## config.mk

```make
export PLATFORM = sky130hd
export DESIGN_NAME = matvec_sequencer
export DESIGN_NICKNAME = d
export VERILOG_FILES = /design/src/rtl/matvec_sequencer.sv
export SDC_FILE = /design/constraint.sdc
export NUM_CORES = 1
export LEC_CHECK = 0
export BUFFER_PORTS_ARGS = -buffer_cell sky130_fd_sc_hd__buf_2
export CAP_MARGIN = 0
export CORE_AREA = 5 5 164 166
export CTS_BUF_LIST = sky130_fd_sc_hd__clkbuf_4 sky130_fd_sc_hd__clkbuf_8 sky130_fd_sc_hd__clkbuf_16
export DETAILED_ROUTE_END_ITERATION = 12
export DIE_AREA = 0 0 169 171
export PLACE_DENSITY = 0.65
export SLEW_MARGIN = 5
export SYNTH_ARGS = -nofsm -noshare
export SYNTH_HDL_FRONTEND = slang
export SYNTH_SLANG_ARGS = --single-unit
```

## constraint.sdc

```tcl
create_clock -name clk -period 2.2 [get_ports clk]
set_input_delay 0.44 -clock clk [delete_from_list [all_inputs] [get_ports clk]]
set_output_delay 0.44 -clock clk [all_outputs]
set_load 0.02 [all_outputs]
```

## src/rtl/matvec_sequencer.sv

```systemverilog
// Top-level sequencer for the 8x8 matrix-vector multiply datapath: clears the MAC array,
// kicks the fetch engine, drains the A/B FIFOs in lockstep into the MAC lanes and captures results.
module matvec_sequencer #(
  parameter int N       = 8,
  parameter int K       = 8,
  parameter int RD_LAT  = 1,
  parameter int MAC_LAT = 1,
  parameter int RES_W   = 24,
  parameter int TIMEOUT = 1024
) (
  input  logic                      clk,
  input  logic                      rst_n,
  input  logic                      go,
  output logic                      busy,
  output logic                      done,
  output logic                      error,
  output logic                      fetch_start,
  input  logic                      fetch_done,
  input  logic [N-1:0]              fifo_a_empty,
  output logic [N-1:0]              fifo_a_rd_en,
  input  logic                      fifo_b_empty,
  output logic                      fifo_b_rd_en,
  output logic                      mac_clr,
  output logic                      mac_en,
  input  logic [N-1:0][RES_W-1:0]   mac_result,
  output logic [N-1:0][RES_W-1:0]   result,
  output logic                      result_valid,
  output logic [15:0]               cycle_count
);

  localparam int ISS_W  = 4;
  localparam int WAIT_W = $clog2(TIMEOUT + 1);
  localparam int DRN    = RD_LAT + MAC_LAT;
  localparam int DRN_W  = $clog2(DRN + 1);

  typedef enum logic [2:0] {
    S_IDLE,
    S_CLEAR,
    S_FETCH,
    S_RUN,
    S_DRAIN,
    S_CAPTURE
  } state_t;

  state_t              state_reg, state_next;
  logic [WAIT_W-1:0]   wait_reg, wait_next;
  logic [ISS_W-1:0]    iss_reg, iss_next;
  logic [DRN_W-1:0]    drn_reg, drn_next;
  logic [RD_LAT-1:0]   mac_pipe_reg;
  logic                error_reg;
  logic                result_valid_reg;
  logic [15:0]         cyc_reg;
  logic [RES_W-1:0]    result_reg [N];
  logic                issue;
  logic                accept;
  logic                timeout_hit;

  // A read only happens when every FIFO has data, so the lanes never drift apart.
  assign issue  = (state_reg == S_RUN) && !(|fifo_a_empty) && !fifo_b_empty
                  && (iss_reg < ISS_W'(K));
  assign accept = (state_reg == S_IDLE) && go;

  always_comb begin
    state_next  = state_reg;
    wait_next   = wait_reg;
    iss_next    = iss_reg;
    drn_next    = drn_reg;
    timeout_hit = 1'b0;
    unique case (state_reg)
      S_IDLE: begin
        if (go) state_next = S_CLEAR;
      end
      S_CLEAR: begin
        state_next = S_FETCH;
        wait_next  = '0;
      end
      S_FETCH: begin
        if (fetch_done) begin
          state_next = S_RUN;
          iss_next   = '0;
        end else if (wait_reg == WAIT_W'(TIMEOUT - 1)) begin
          timeout_hit = 1'b1;
          state_next  = S_IDLE;
        end else begin
          wait_next = wait_reg + WAIT_W'(1);
        end
      end
      S_RUN: begin
        if (issue) begin
          iss_next = iss_reg + ISS_W'(1);
          if (iss_reg == ISS_W'(K - 1)) begin
            state_next = S_DRAIN;
            drn_next   = '0;
          end
        end
      end
      S_DRAIN: begin
        if (drn_reg == DRN_W'(DRN - 1)) state_next = S_CAPTURE;
        else                            drn_next   = drn_reg + DRN_W'(1);
      end
      S_CAPTURE: begin
        state_next = S_IDLE;
      end
      default: begin
        state_next = S_IDLE;
      end
    endcase
  end

  always_ff @(posedge clk or negedge rst_n) begin
    if (!rst_n) begin
      state_reg <= S_IDLE;
      wait_reg  <= '0;
      iss_reg   <= '0;
      drn_reg   <= '0;
    end else begin
      state_reg <= state_next;
      wait_reg  <= wait_next;
      iss_reg   <= iss_next;
      drn_reg   <= drn_next;
    end
  end

  // mac_en follows the issue strobe by the FIFO read latency, in every state.
  always_ff @(posedge clk or negedge rst_n) begin
    if (!rst_n) begin
      mac_pipe_reg <= '0;
    end else begin
      mac_pipe_reg[0] <= issue;
      for (int i = 1; i < RD_LAT; i++) mac_pipe_reg[i] <= mac_pipe_reg[i-1];
    end
  end

  // The count loads 1 on acceptance so the done cycle itself is included in the total.
  always_ff @(posedge clk or negedge rst_n) begin
    if (!rst_n) begin
      cyc_reg <= '0;
    end else if (accept) begin
      cyc_reg <= 16'd1;
    end else if ((state_reg != S_IDLE) && (state_next != S_IDLE) && (cyc_reg != 16'hFFFF)) begin
      cyc_reg <= cyc_reg + 16'd1;
    end
  end

  always_ff @(posedge clk or negedge rst_n) begin
    if (!rst_n) begin
      error_reg        <= 1'b0;
      result_valid_reg <= 1'b0;
    end else if (accept) begin
      error_reg        <= 1'b0;
      result_valid_reg <= 1'b0;
    end else begin
      if (timeout_hit)              error_reg        <= 1'b1;
      if (state_reg == S_CAPTURE)   result_valid_reg <= 1'b1;
    end
  end

  always_ff @(posedge clk or negedge rst_n) begin
    if (!rst_n) begin
      for (int i = 0; i < N; i++) result_reg[i] <= '0;
    end else if (state_reg == S_CAPTURE) begin
      for (int i = 0; i < N; i++) result_reg[i] <= mac_result[i];
    end
  end

  genvar gi;
  generate
    for (gi = 0; gi < N; gi++) begin : g_lane
      assign result[gi]       = result_reg[gi];
      assign fifo_a_rd_en[gi] = issue;
    end
  endgenerate

  assign fifo_b_rd_en = issue;
  assign mac_en       = mac_pipe_reg[RD_LAT-1];
  assign busy         = (state_reg != S_IDLE);
  assign done         = (state_reg == S_CAPTURE);
  assign mac_clr      = (state_reg == S_CLEAR);
  assign fetch_start  = (state_reg == S_FETCH) && (wait_reg == '0);
  assign error        = error_reg;
  assign result_valid = result_valid_reg;
  assign cycle_count  = cyc_reg;

endmodule

```

==> results by stage, run 1 <==
Setup path:
- The data arrival time at the worst-slack endpoint is 1820 ps.
- The largest single stage delay on the critical path is 540 ps.
- The critical path goes through buf_6 > or4_4 > nor4_4 > nor2b_4 > buf_6 > buf_4.
- The worst setup path is captured at a primary output.
- Among cell families on the critical path, the largest total delay comes from simple AND/OR/NAND/NOR gates.
- The required time of the critical path is 1760 ps.
- The critical-path maximum fanout is 5.
- The number of buffer and inverter stages on the critical path is 3.
- The critical path launch point type is an input port.
- For the worst flop-to-flop path, the logic depth is 7.
- The setup check on the worst reg-to-reg path leaves a slack of 170 ps.
- The most numerous cell type found on the critical path is sky130_fd_sc_hd__buf_6.
- In this run the critical register-to-register path is captured at cycle_count[13].
- The worst register-to-register path begins at wait_reg[3].
- The category of the most critical setup path is in2out.
- The largest individual stage delay along the critical path comes from the cell sky130_fd_sc_hd__or4_4.

Power:
- For this design the ratio of total power to cell area is 790 mW/mm^2.
- The design draws 10,300 uW.
- In this run the static leakage power is 0.00627 uW.
- The highest ir drop seen on vdd is 0.000591 V.

Timing:
- The number of pins with negative max-slew slack in the final report came to 0.
- The summed negative setup slack over all endpoints is -401 ps.
- For the pin with the worst max-slew slack, the measured transition is 564 ps.
- Across all setup checks in the final design, the least slack found is -55.2 ps.
- The clock period minus final worst setup slack is 2260 ps.
- Setup violations remaining at the end of the flow were counted as 10.
- For this run, the top clock speed supported by timing is 443 MHz.
- Setup repair after global routing could not meet its margin everywhere.
- Dividing the final minimum period by the clock period gives 1.03.
- Across the routed clock network, the largest skew measured is 15.2 ps.
- The number of failing hold endpoints at the final stage is 0.
- Headroom to the max-slew limit came out at 0.624.

Min path:
- The type of the worst min-delay path is in2reg.
- The worst hold path was traced through 3 stages.
- The endpoint of the worst hold-timing path is result[178].
- The start point of the worst min-delay path is mac_result[178].

Flow run:
- Max-cap violations in this run came to 0.

Floorplanning:
- The y dimension of the die is 171 microns.
- Pin placement for this block handled 429 I/O pins.
- In this run the core area contains 59 standard-cell rows.
- For this configuration, the core starts out at a cell density of 0.364.
- The die boundary width is 169 microns.
- The core region area is 0.0255 sq mm.
- The floorplan step defined a die boundary enclosing 0.0289 sq mm.

Drt:
- The per-cell routed wire length is 16.0 microns.
- The via count normalized by instance count is 4.66.
- The number of detailed-routing iterations run before antenna repair is 5.
- The routed layout has 8,529 vias.
- The detailed-route wire length is 29.2 mm.
- The detail route stage leaves a number of antenna-violating nets equal to 0.
- The first-iteration detailed-routing DRC count is 491.
- In the routed design, unresolved DRC markers number 0.

Final layout:
- The ratio of cells with drive above 1 in the final layout is 0.352.
- The post-layout net count is 1,684.
- Registers take 0.00578 sq mm.
- The layout-stage area growth over the synthesis result is 40.1%.
- The count of fill cells added during filler insertion is 2,436.
- The multi-input combinational cell area is 0.00324 sq mm.
- The flip-flop count of the largest register, all copies and words added is 192.
- The utilization after layout is 0.510.
- The finished cells cover 0.0130 sq mm.

Yosys:
- The share of synthesized area in the top cell type comes to 0.623.
- For this run, the number of Yosys warnings is 0.
- In this run the cell area of the synthesized design comes to 0.00927 sq mm.
- Of the total synthesized cell area, the portion taken by AND, OR, NAND and NOR gates is 0.292.
- By area, the combinational part of the netlist is dominated by simple AND/OR/NAND/NOR gates.
- The count of different cell masters after synthesis is 48.
- The commonest cells after synthesis are 607 x sky130_fd_sc_hd__nand2_1, 231 x sky130_fd_sc_hd__dfrtp_1, 45 x sky130_fd_sc_hd__clkbuf_1.
- Ranked by total cell area, the synthesized netlist is headed by sky130_fd_sc_hd__dfrtp_1 62%, sky130_fd_sc_hd__nand2_1 25%, sky130_fd_sc_hd__clkbuf_1 1.8%.
- The proportion of synthesized flip-flops having asynchronous set or reset is 1.00.
- After synthesis the netlist holds a flip-flop and latch count of 231.
- The count of flip-flops with a built-in enable after synthesis is 0.
- After technology mapping, the gate count stands at 1,038.
- The sequential fraction of the synthesis area is 0.623.
- Of the total synthesized cell area, the portion taken by full adders, half adders and majority gates is 0.00675.
- The portion of netlist area occupied by mux cells is 0.00877.
- The number of nets produced by synthesis is 1,248.
- The share of the synthesized area in compound gates (AO/OA/AOI/OAI) is 0.0279.
- The largest total area in the synthesized netlist belongs to sky130_fd_sc_hd__dfrtp_1.
- The area share of xor/xnor cells in the synthesized design is 0.00945.
- The average footprint of a synthesized cell is 8.93 sq um.
- Among all flip-flop cells after synthesis, the most frequent one is sky130_fd_sc_hd__dfrtp_1.
- In the post-synthesis netlist, the cell with the most instances is sky130_fd_sc_hd__nand2_1.

Global routing:
- The first global-routing pass estimated 46.0 mm of wire.
- The largest net degree at the start of global routing is 83.
- Summed over all layers, the global routing overflow is 0.
- The number of global-route vias before repair was 8,742.
- The initial antenna violation count is 4.
- In the global route stage, overall resource usage came out at 0.195.

Placed design:
- The half-perimeter wire length after detailed placement is 21.4 mm.
- The weighted congestion reported at the end of routability-driven placement is 0.907.
- The count of input and output buffers is 428.
- The placed instances occupy a cell area of 0.0119 sq mm.

Run status:
- The flow ran to the end, but the final reports show violations.
- The checks that failed: negative setup slack.

Clock network:
- CTS placed an instance of sky130_fd_sc_hd__clkbuf_16 at the clock tree root.
- The clock-pin slew on the worst setup and hold paths is 60 ps.
- TritonCTS built the clock tree.
- The clock reaches the later pin of the worst-skew pair after 530 ps.
- The maximum buffer depth of the clock tree is 3.
- The number of buffers created by CTS is 27.
- In this run the number of H-tree levels came out at 1.
- Counting every sink on the clock net gives 231.
[cells by family (layout without fill, tap and decap cells)]
logic type               Yosys count  in the layout
AND/OR/NAND/NOR                  680            680
flip-flops                       231            231
buffers and inverters             66            521
AO/OA/AOI/OAI                     38             38
XOR/XNOR                          10             10
multiplexers                       8              8
adder cells (fa/ha/maj)            5              5
other                              0              3
[worst reg2reg max path, cell delays in order (launching register included)]
cell,delay [ps]
sky130_fd_sc_hd__dfrtp_1,400
sky130_fd_sc_hd__buf_4,160
sky130_fd_sc_hd__nand4_1,230
sky130_fd_sc_hd__a22oi_1,180
sky130_fd_sc_hd__o21ai_4,120
sky130_fd_sc_hd__nand2_4,180
sky130_fd_sc_hd__or4_1,530
sky130_fd_sc_hd__a21oi_1,150
[worst max-delay path by stage]
stage / startpoint / to / depth (start not counted)
2_1_floorplan: fifo_a_empty[5] / fifo_a_rd_en[0] / 5
3_3_place_gp: fifo_a_empty[5] / fifo_b_rd_en / 6
3_5_place_dp: fifo_a_empty[5] / fifo_a_rd_en[0] / 6
4_1_cts: fifo_a_empty[6] / fifo_a_rd_en[0] / 6
5_1_grt: fifo_a_empty[6] / fifo_a_rd_en[2] / 6
6_report: fifo_a_empty[6] / fifo_a_rd_en[2] / 6
[cells in the final DEF, fill, tap and decap left out, drive strengths merged, types with 8 or more instances in the layout]
| cell type | instances |
|---|---|
| buf | 464 |
| clkbuf | 35 |
| o31ai | 8 |
| nor3 | 8 |
| inv | 8 |
| o21ai | 9 |
| clkinv | 10 |
| dfrtp | 231 |
| nor2 | 18 |
| nand2 | 608 |
| nand3 | 14 |
| xor2 | 8 |
| a21oi | 10 |
[metrics by stage]
| step | hold WS, ps | worst slack (ps) | instances |
|---|---|---|---|
| after floorplan | 144 | 0.644 | 1038 |
| after global placement | 446 | -84.3 | 1774 |
| after detailed placement | 446 | -113 | 1774 |
| after CTS | 62.0 | -94.9 | 1826 |
| after global routing | 79.3 | -154 | 1831 |
| final | 97.0 | -55.2 | 1831 |
[power breakdown]
group          internal [uW]  switching [uW]  total (uW)
Combinational            540             768        1310
Sequential              4360             106        4470
Clock                   2750            1730        4480
Total                   7650            2610       10300
[cell type report]
class / count / share of cell area
Timing Repair Buffer: 465 / 0.201
Sequential cell: 231 / 0.445
Inverter: 8 / 0.00270
Clock buffer: 35 / 0.0576
Multi-Input combinational cell: 741 / 0.249
Tap cell: 335 / 0.0323
Clock inverter: 13 / 0.0117
Antenna cell: 3 / 0.000578
[metal layers]
metal	vias to the layer above	global-route usage	wire, microns
met1	4022	0.242	11400
met2	324	0.331	14400
met4	2	0.0669	933
met3	68	0.0527	2500
met5	-	0	7
li1	4113	-	-
[what timing repair did]
action                                  in CTS  in global routing
endpoints found under the hold margin       58                  0
endpoints found under the setup margin      10                 11
pin swaps                                    2                  3
buffers inserted                             2                  2
gates resized for setup                     25                  2
gates cloned                                 1                  0
hold buffers                                 1                  0
No activity file was read; power rests on OpenSTA's default activity.
==> inputs of run 2 (changes only) <==
--- a/config.mk
+++ b/config.mk
@@ -7,11 +7,11 @@
 export LEC_CHECK = 0
 export BUFFER_PORTS_ARGS = -buffer_cell sky130_fd_sc_hd__buf_2
 export CAP_MARGIN = 0
-export CORE_AREA = 5 5 164 166
+export CORE_AREA = 2 2 166 168
 export CTS_BUF_LIST = sky130_fd_sc_hd__clkbuf_4 sky130_fd_sc_hd__clkbuf_8 sky130_fd_sc_hd__clkbuf_16
 export DETAILED_ROUTE_END_ITERATION = 12
-export DIE_AREA = 0 0 169 171
-export PLACE_DENSITY = 0.65
+export DIE_AREA = 0 0 168 170
+export PLACE_DENSITY = 0.62
 export SLEW_MARGIN = 5
 export SYNTH_ARGS = -nofsm -noshare
 export SYNTH_HDL_FRONTEND = slang
==> results by stage, run 2 (synthesis results as in run 1) <==
Run status:
- The flow ran to the end, but the final reports show violations.
- The final reports fail on negative setup slack.

Setup path:
- The end of the worst register-to-register path is iss_reg[2].
- The number of cells on the worst reg-to-reg path is 13.
- In this run the critical register-to-register path is launched from iss_reg[3].
- STA classifies the critical path startpoint as an input port.
- For this run, the slowest stage of the critical path takes 520 ps.
- The highest-delay cell along the critical path is sky130_fd_sc_hd__or4_4.
- Walking the worst path, the cells encountered are buf_2 > or4_4 > nor4_4 > nor2b_4 > buf_6 > buf_6.
- The category of the most critical setup path is in2out.
- Of all nets on the critical path, the largest fanout is 5.
- The worst register-to-register path has a setup slack of 110 ps.
- The data arrival time at the worst-slack endpoint is 1820 ps.
- The category of the worst setup path capture point is a primary output.
- Counting stages on the worst path, the most repeated cell is sky130_fd_sc_hd__buf_6.
- The required time of the critical path is 1760 ps.

Placed design:
- The weighted congestion reported at the end of routability-driven placement is 0.868.
- The count of buffers added on input and output ports is 428.
- The cell count after placement is 1,774.
- Summed over all nets, the half-perimeter wirelength after detailed placement is 19.5 mm.

Floorplanning:
- The y dimension of the die is 170 microns.
- The number of placement rows is 60.
- The die is 168 microns wide.
- The initial utilization of the core area, before any placement, comes to 0.348.
- The floorplan step defined a die boundary enclosing 0.0286 sq mm.
- The core region area is 0.0267 sq mm.
- In this run the count of I/O pins placed on the die edge is 429.

Flow run:
- The max-capacitance violation count is 0.

Drt:
- The routed layout has 8,404 vias.
- The per-cell routed wire length is 15.4 microns.
- For this run, design rule violations remaining after detail routing come to 0.
- The number of nets with antenna violations after routing is 0.
- The detailed-route wire length is 28.2 mm.
- Dividing the detail-routed via count by the number of cells gives 4.58.
- For this run, the detailed router's first-pass iteration total came to 4.
- The first routing iteration left 514 violations.

Timing:
- The clock skew is 7.34 ps.
- At the pin with the least slew margin, the transition time is 509 ps.
- Setup repair after global routing could not meet its margin everywhere.
- Final hold analysis gives a worst-case slack of 107 ps.
- Timing would allow up to 442 MHz.
- Headroom to the max-slew limit came out at 0.656.
- The number of pins with negative max-slew slack in the final report came to 0.
- Of the available clock period, the critical path in the final layout requires 1.03.
- Setup violations remaining at the end of the flow were counted as 10.
- Once routing completed, OpenROAD measured the worst setup slack at -64.3 ps.
- The routed design could run at a clock period as short as 2260 ps.
- The number of failing hold endpoints at the final stage is 0.

Final layout:
- The repair_antennas step left the layout with diodes totalling 0.
- The most common library cell in the layout ignoring fill and taps is sky130_fd_sc_hd__nand2_1.
- The ratio of cells with drive above 1 in the final layout is 0.358.
- The post-route non-filler standard cell count is 1,836.
- At the end of the flow the core is filled with cells to 0.490.
- The final layout contains 1,689 nets.
- From synthesis to final layout, the design area changed by 40.7%.
- The flip-flop count of the largest register, all copies and words added is 192.
- In the layout the commonest cells are 606 x sky130_fd_sc_hd__nand2_1, 416 x sky130_fd_sc_hd__buf_2, 228 x sky130_fd_sc_hd__dfrtp_1, 30 x sky130_fd_sc_hd__buf_4, 27 x sky130_fd_sc_hd__clkbuf_16.

Clock network:
- For the worst-skew pair, the clock arrives at the later sink with an insertion delay of 520 ps.
- The tree is rooted in a sky130_fd_sc_hd__clkbuf_16.
- The number of sinks driven by the clock tree is 231.
- The H-tree level count is 1.
- The longest clock path from root to sink contains 3 buffers.
- The clock-pin slew on the worst setup and hold paths is 60 ps.
- The clock tree from TritonCTS is yes.
- Buffers inserted during clock tree synthesis total 26.

Min path:
- The startpoint identified for the worst hold timing path is mac_result[73].
- For hold timing, the worst endpoint is result[73].
- The worst hold path was traced through 3 stages.
- The min-delay analysis places its worst path in the category in2reg.

Power:
- VDD sags by at most 0.000400 V.
- For this design the static power due to leakage is 0.00629 uW.
- The final total power is 10,200 uW.
- The total power divided by cell area is 781 mW/mm^2.

Global routing:
- The number of global-route vias before repair is 8,500.
- Across every metal layer, demand over resource in global routing totals 0.195.
- Global routing finished with a remaining overflow of 0.
- The largest net degree at the start of global routing is 100.
- The first-pass GRT wire length is 45.0 mm.
- The initial antenna violation count is 1.
==> run 2: power by group <==
part	switching [uW]	total [uW]	leakage [uW]	internal [uW]
logic	794	1370	0.00367	580
registers	126	4490	0.00219	4370
clock network	1710	4320	0.000433	2620
total	2630	10200	0.00629	7560
==> run 2: how the worst max path moves through the flow <==
stage | from | endpoint | slack (ps) | cells after the start
6_report | fifo_a_empty[4] | fifo_a_rd_en[5] | -60 | 6
2_1_floorplan | fifo_a_empty[5] | fifo_a_rd_en[0] | 0.6 | 5
3_5_place_dp | fifo_a_empty[5] | fifo_a_rd_en[2] | -120 | 6
5_1_grt | wait_reg[10] | fetch_start | -110 | 4
4_1_cts | wait_reg[2] | fetch_start | -90 | 3
3_3_place_gp | fifo_a_empty[5] | fifo_a_rd_en[2] | -70 | 6
==> run 2: layer usage <==
metal,share of wire,GRT usage,vias up
met5,0.00046,0,-
met4,0.028,0.0609,2
met3,0.072,0.0507,58
met2,0.49,0.335,290
met1,0.40,0.242,3935
li1,-,-,4119
==> run 2: layout make-up <==
| class | count | area (sq um) |
|---|---|---|
| Clock buffer | 39 | 803 |
| Clock inverter | 5 | 50.0 |
| Fill cell | 2550 | 13600 |
| Inverter | 8 | 56.3 |
| Multi-Input combinational cell | 741 | 3280 |
| Sequential cell | 231 | 5780 |
| Tap cell | 341 | 427 |
| Timing Repair Buffer | 470 | 2640 |
| Timing Repair inverter | 1 | 8.76 |
==> run 2: worst max-delay path: cells and delay by family <==
kind,cells,cell delay (ps)
simple gates,3,1010
buf+inv,3,370
==> run 2: metrics by stage <==
| stage | setup WS (ps) | instance area (sq um) | TNS (ps) |
|---|---|---|---|
| 3_5_place_dp | -120 | 11900 | -1020 |
| 4_1_cts | -90.8 | 13000 | -512 |
| 3_3_place_gp | -73.2 | 11900 | -601 |
| 5_1_grt | -111 | 13000 | -1130 |
| 6_report | -64.3 | 13000 | -557 |
| 2_1_floorplan | 0.644 | 9280 | 0 |
==> run 2: timing repair <==
| item | 4_1_cts | 5_1_grt |
|---|---|---|
| pin swaps | 1 | 3 |
| hold buffers | 1 | 0 |
| gates resized for setup | 34 | 9 |
| setup buffers | 16 | 1 |
| setup endpoints to repair | 11 | 14 |
| hold endpoints to repair | 36 | 0 |
| cloned | 2 | 0 |
==> inputs of run 3 (changes only) <==
==> config.mk (replaced) <==
export PLATFORM = sky130hd
export DESIGN_NAME = matvec_sequencer
export DESIGN_NICKNAME = d
export VERILOG_FILES = /design/src/rtl/matvec_sequencer.sv
export SDC_FILE = /design/constraint.sdc
export NUM_CORES = 1
export LEC_CHECK = 0
export CAP_MARGIN = 0
export CORE_AREA = 2 2 168 170
export CTS_BUF_LIST = sky130_fd_sc_hd__clkbuf_4 sky130_fd_sc_hd__clkbuf_8 sky130_fd_sc_hd__clkbuf_16
export CTS_CLUSTER_DIAMETER = 200
export DETAILED_ROUTE_END_ITERATION = 12
export DIE_AREA = 0 0 170 172
export DONT_BUFFER_PORTS = 1
export PLACE_DENSITY = 0.46
export SLEW_MARGIN = 20
export SYNTH_ARGS = -nofsm -noshare
export SYNTH_HDL_FRONTEND = slang
export SYNTH_SLANG_ARGS = --single-unit
==> results by stage, run 3 (synthesis results as in run 1) <==
Setup path:
- The worst setup path is launched from a flop.
- The category of the worst setup path capture point is a primary output.
- The category of the most critical setup path is reg2out.
- Along the worst path, the maximum fanout reaches 2.
- The largest individual stage delay along the critical path comes from the cell sky130_fd_sc_hd__or4_4.
- Walking the worst path, the cells encountered are or4_4 > nor3_2 > buf_4.
- The required time of the critical path is 1760 ps.
- The largest single stage delay on the critical path is 540 ps.
- The data arrival time at the worst-slack endpoint is 1800 ps.

Global routing:
- The first-pass GRT wire length is 40.2 mm.
- The largest net degree at the start of global routing is 232.
- The number of global-route vias before repair is 7,267.
- The initial antenna violation count is 1.
- In the global route stage, overall resource usage came out at 0.174.
- The total overflow left after global routing is 0.

Power:
- In this run the power density over the cells is 884 mW/mm^2.
- The switching power total is 2570 uW.
- The portion of total power attributed to sequential cells is 0.431.
- The internal power contribution is 7770 uW.
- Of the total power, combinational logic draws 0.119.
- The highest ir drop seen on vdd is 0.000438 V.
- Of the total power, the share spent switching nets is 0.249.
- Of the total power, the clock network draws 0.450.
- For this design the static power due to leakage is 0.00526 uW.
- The design draws 10,300 uW.

Floorplanning:
- The y dimension of the die is 172 microns.
- After floorplanning, the core was divided into 61 placement rows.
- The total die area is 0.0292 sq mm.
- The core region is 0.0275 sq mm.
- The initial utilization of the core area, before any placement, comes to 0.337.
- From left edge to right edge, the die measures 170 microns.
- 429 I/O pins were placed.

Timing:
- The number of pins with negative max-slew slack in the final report is 0.
- The clock period minus final worst setup slack is 2240 ps.
- Between clock sinks in the finished design, the worst skew comes to 9.36 ps.
- The slew at the pin closest to its max-slew limit is 978 ps.
- The final hold slack is -395 ps.
- The number of failing hold endpoints at the final stage is 231.
- Setup repair after global routing could not meet its margin everywhere.
- The worst pin sits at a relative slew slack of 0.348.
- The share of the clock period used by the worst path is 1.02.
- The count of endpoints failing setup in the final report is 1.
- The maximum achievable frequency is 447 MHz.
- The least setup slack across all paths after layout is -35.3 ps.

Clock network:
- After clock tree synthesis, the clock-pin slew on the worst setup and hold paths is 60 ps.
- The clock tree from TritonCTS is yes.
- The clock passes through at most 3 buffers.
- The number of buffers created by CTS is 27.
- The clock latency at the later pin of the worst-skew pair is 530 ps.
- In this run the number of H-tree levels came out at 1.
- The CTS root buffer is sky130_fd_sc_hd__clkbuf_16.
- The number of sinks driven by the clock tree is 231.

Final layout:
- The utilization after layout is 0.426.
- With fillers left out, the area of the finished cells amounts to 0.0117 sq mm.
- The finished layout holds 1,506 standard cells, fillers aside.
- In the final layout, the share of cells above drive strength 1 is 0.0984.
- The library cell used most frequently in the layout, excluding fill and tap cells, is sky130_fd_sc_hd__nand2_1.
- Compared with the post-synthesis result, the final layout area differs by 26.3%.
- In the layout the commonest cells are 607 x sky130_fd_sc_hd__nand2_1, 230 x sky130_fd_sc_hd__dfrtp_1, 81 x sky130_fd_sc_hd__dlygate4sd3_1, 39 x sky130_fd_sc_hd__buf_4, 27 x sky130_fd_sc_hd__clkbuf_16.
- The flip-flop count of the largest register, all copies and words added is 192.
- At the end of the flow, the number of nets in the layout was 1,348.

Run status:
- The flow ran to the end, but the final reports show violations.
- The final reports fail on negative hold slack, negative setup slack.

Placed design:
- The post-placement setup slack is -20.9 ps.
- After detailed placement, the total cell area comes to 0.00976 sq mm.
- The weighted congestion reported at the end of routability-driven placement is 0.797.
- Summed over all nets, the half-perimeter wirelength after detailed placement is 17.9 mm.
- The count of input and output buffers is 0.
- The number of placed instances, taps included, is 1,360.

Flow run:
- The tool flagged a number of max-cap violations equal to 0.

Drt:
- The DRC violation count after routing is 0.
- The per-cell routed wire length is 17.8 microns.
- The routed layout has 7,170 vias.
- The detail route stage leaves a number of antenna-violating nets equal to 0.
- In this run, the number of DRC markers left after iteration 0 of detailed routing was 415.
- The detailed-route wire length is 26.8 mm.
- The via count normalized by instance count is 4.76.
- The number of detailed-routing iterations run before antenna repair is 6.

Min path:
- The type of the worst min-delay path is in2async.
## run 3: critical path, delay by kind of cell (launching register included)
family / cells / cell delay [ps]
simple gates: 2 / 700
flops: 1 / 390
buf+inv: 1 / 180
## run 3: per-stage QoR
stage	TNS, ps	hold WS (ps)
final	-35.3	-395
after global routing	-401	-426
after CTS	-208	-417
after detailed placement	-159	150
after global placement	0	149
after floorplan	0	144
## run 3: layout make-up
type | instances | area (sq um)
inverters | 8 | 60.1
well taps | 346 | 433
multi-input cells | 741 | 3240
clock inverters | 12 | 143
repair inverters | 2 | 17.5
clock buffers | 38 | 796
flip-flops and latches | 231 | 5780
repair buffers | 127 | 1240
fillers | 2697 | 15800
diodes | 1 | 2.50
## run 3: final timing paths
path	slack, ps	cells past startpoint	end	from
max in group asynchronous	2320	0	result[130]	rst_n
setup reg to reg	120	8	cycle_count[13]	state_reg[2]
setup / recovery	-40	3	fetch_start	wait_reg[2]
min in group clk	20	2	result[71]	mac_result[71]
hold / removal	-400	0	result[145]	rst_n
hold reg to reg	490	1	drn_reg[0]	drn_reg[0]
## run 3: power by group through the flow
stage                     logic, uW  registers (uW)  clock network, uW
after floorplan                 611            4620                  0
after global placement         1010            4540                  0
after detailed placement       1020            4540                  0
after CTS                      1200            4460               4790
after global routing           1350            4470               5000
final                          1230            4460               4660
## run 3: what timing repair did
item | 4_1_cts | 5_1_grt
hold endpoints to repair | 309 | 234
buffers inserted | 4 | 7
endpoints found under the setup margin | 10 | 11
hold buffers | 78 | 3
pin swaps | 2 | 3
gates cloned | 1 | 2
resized for setup | 7 | 4
## run 3: per-layer routing
metal	vias up	track usage	share of wire	wire length, microns
met5	-	0	0	0
met4	0	0.0550	0.025	659
met3	46	0.0604	0.088	2350
met2	289	0.299	0.50	13300
met1	3403	0.205	0.39	10500
li1	3432	-	-	-
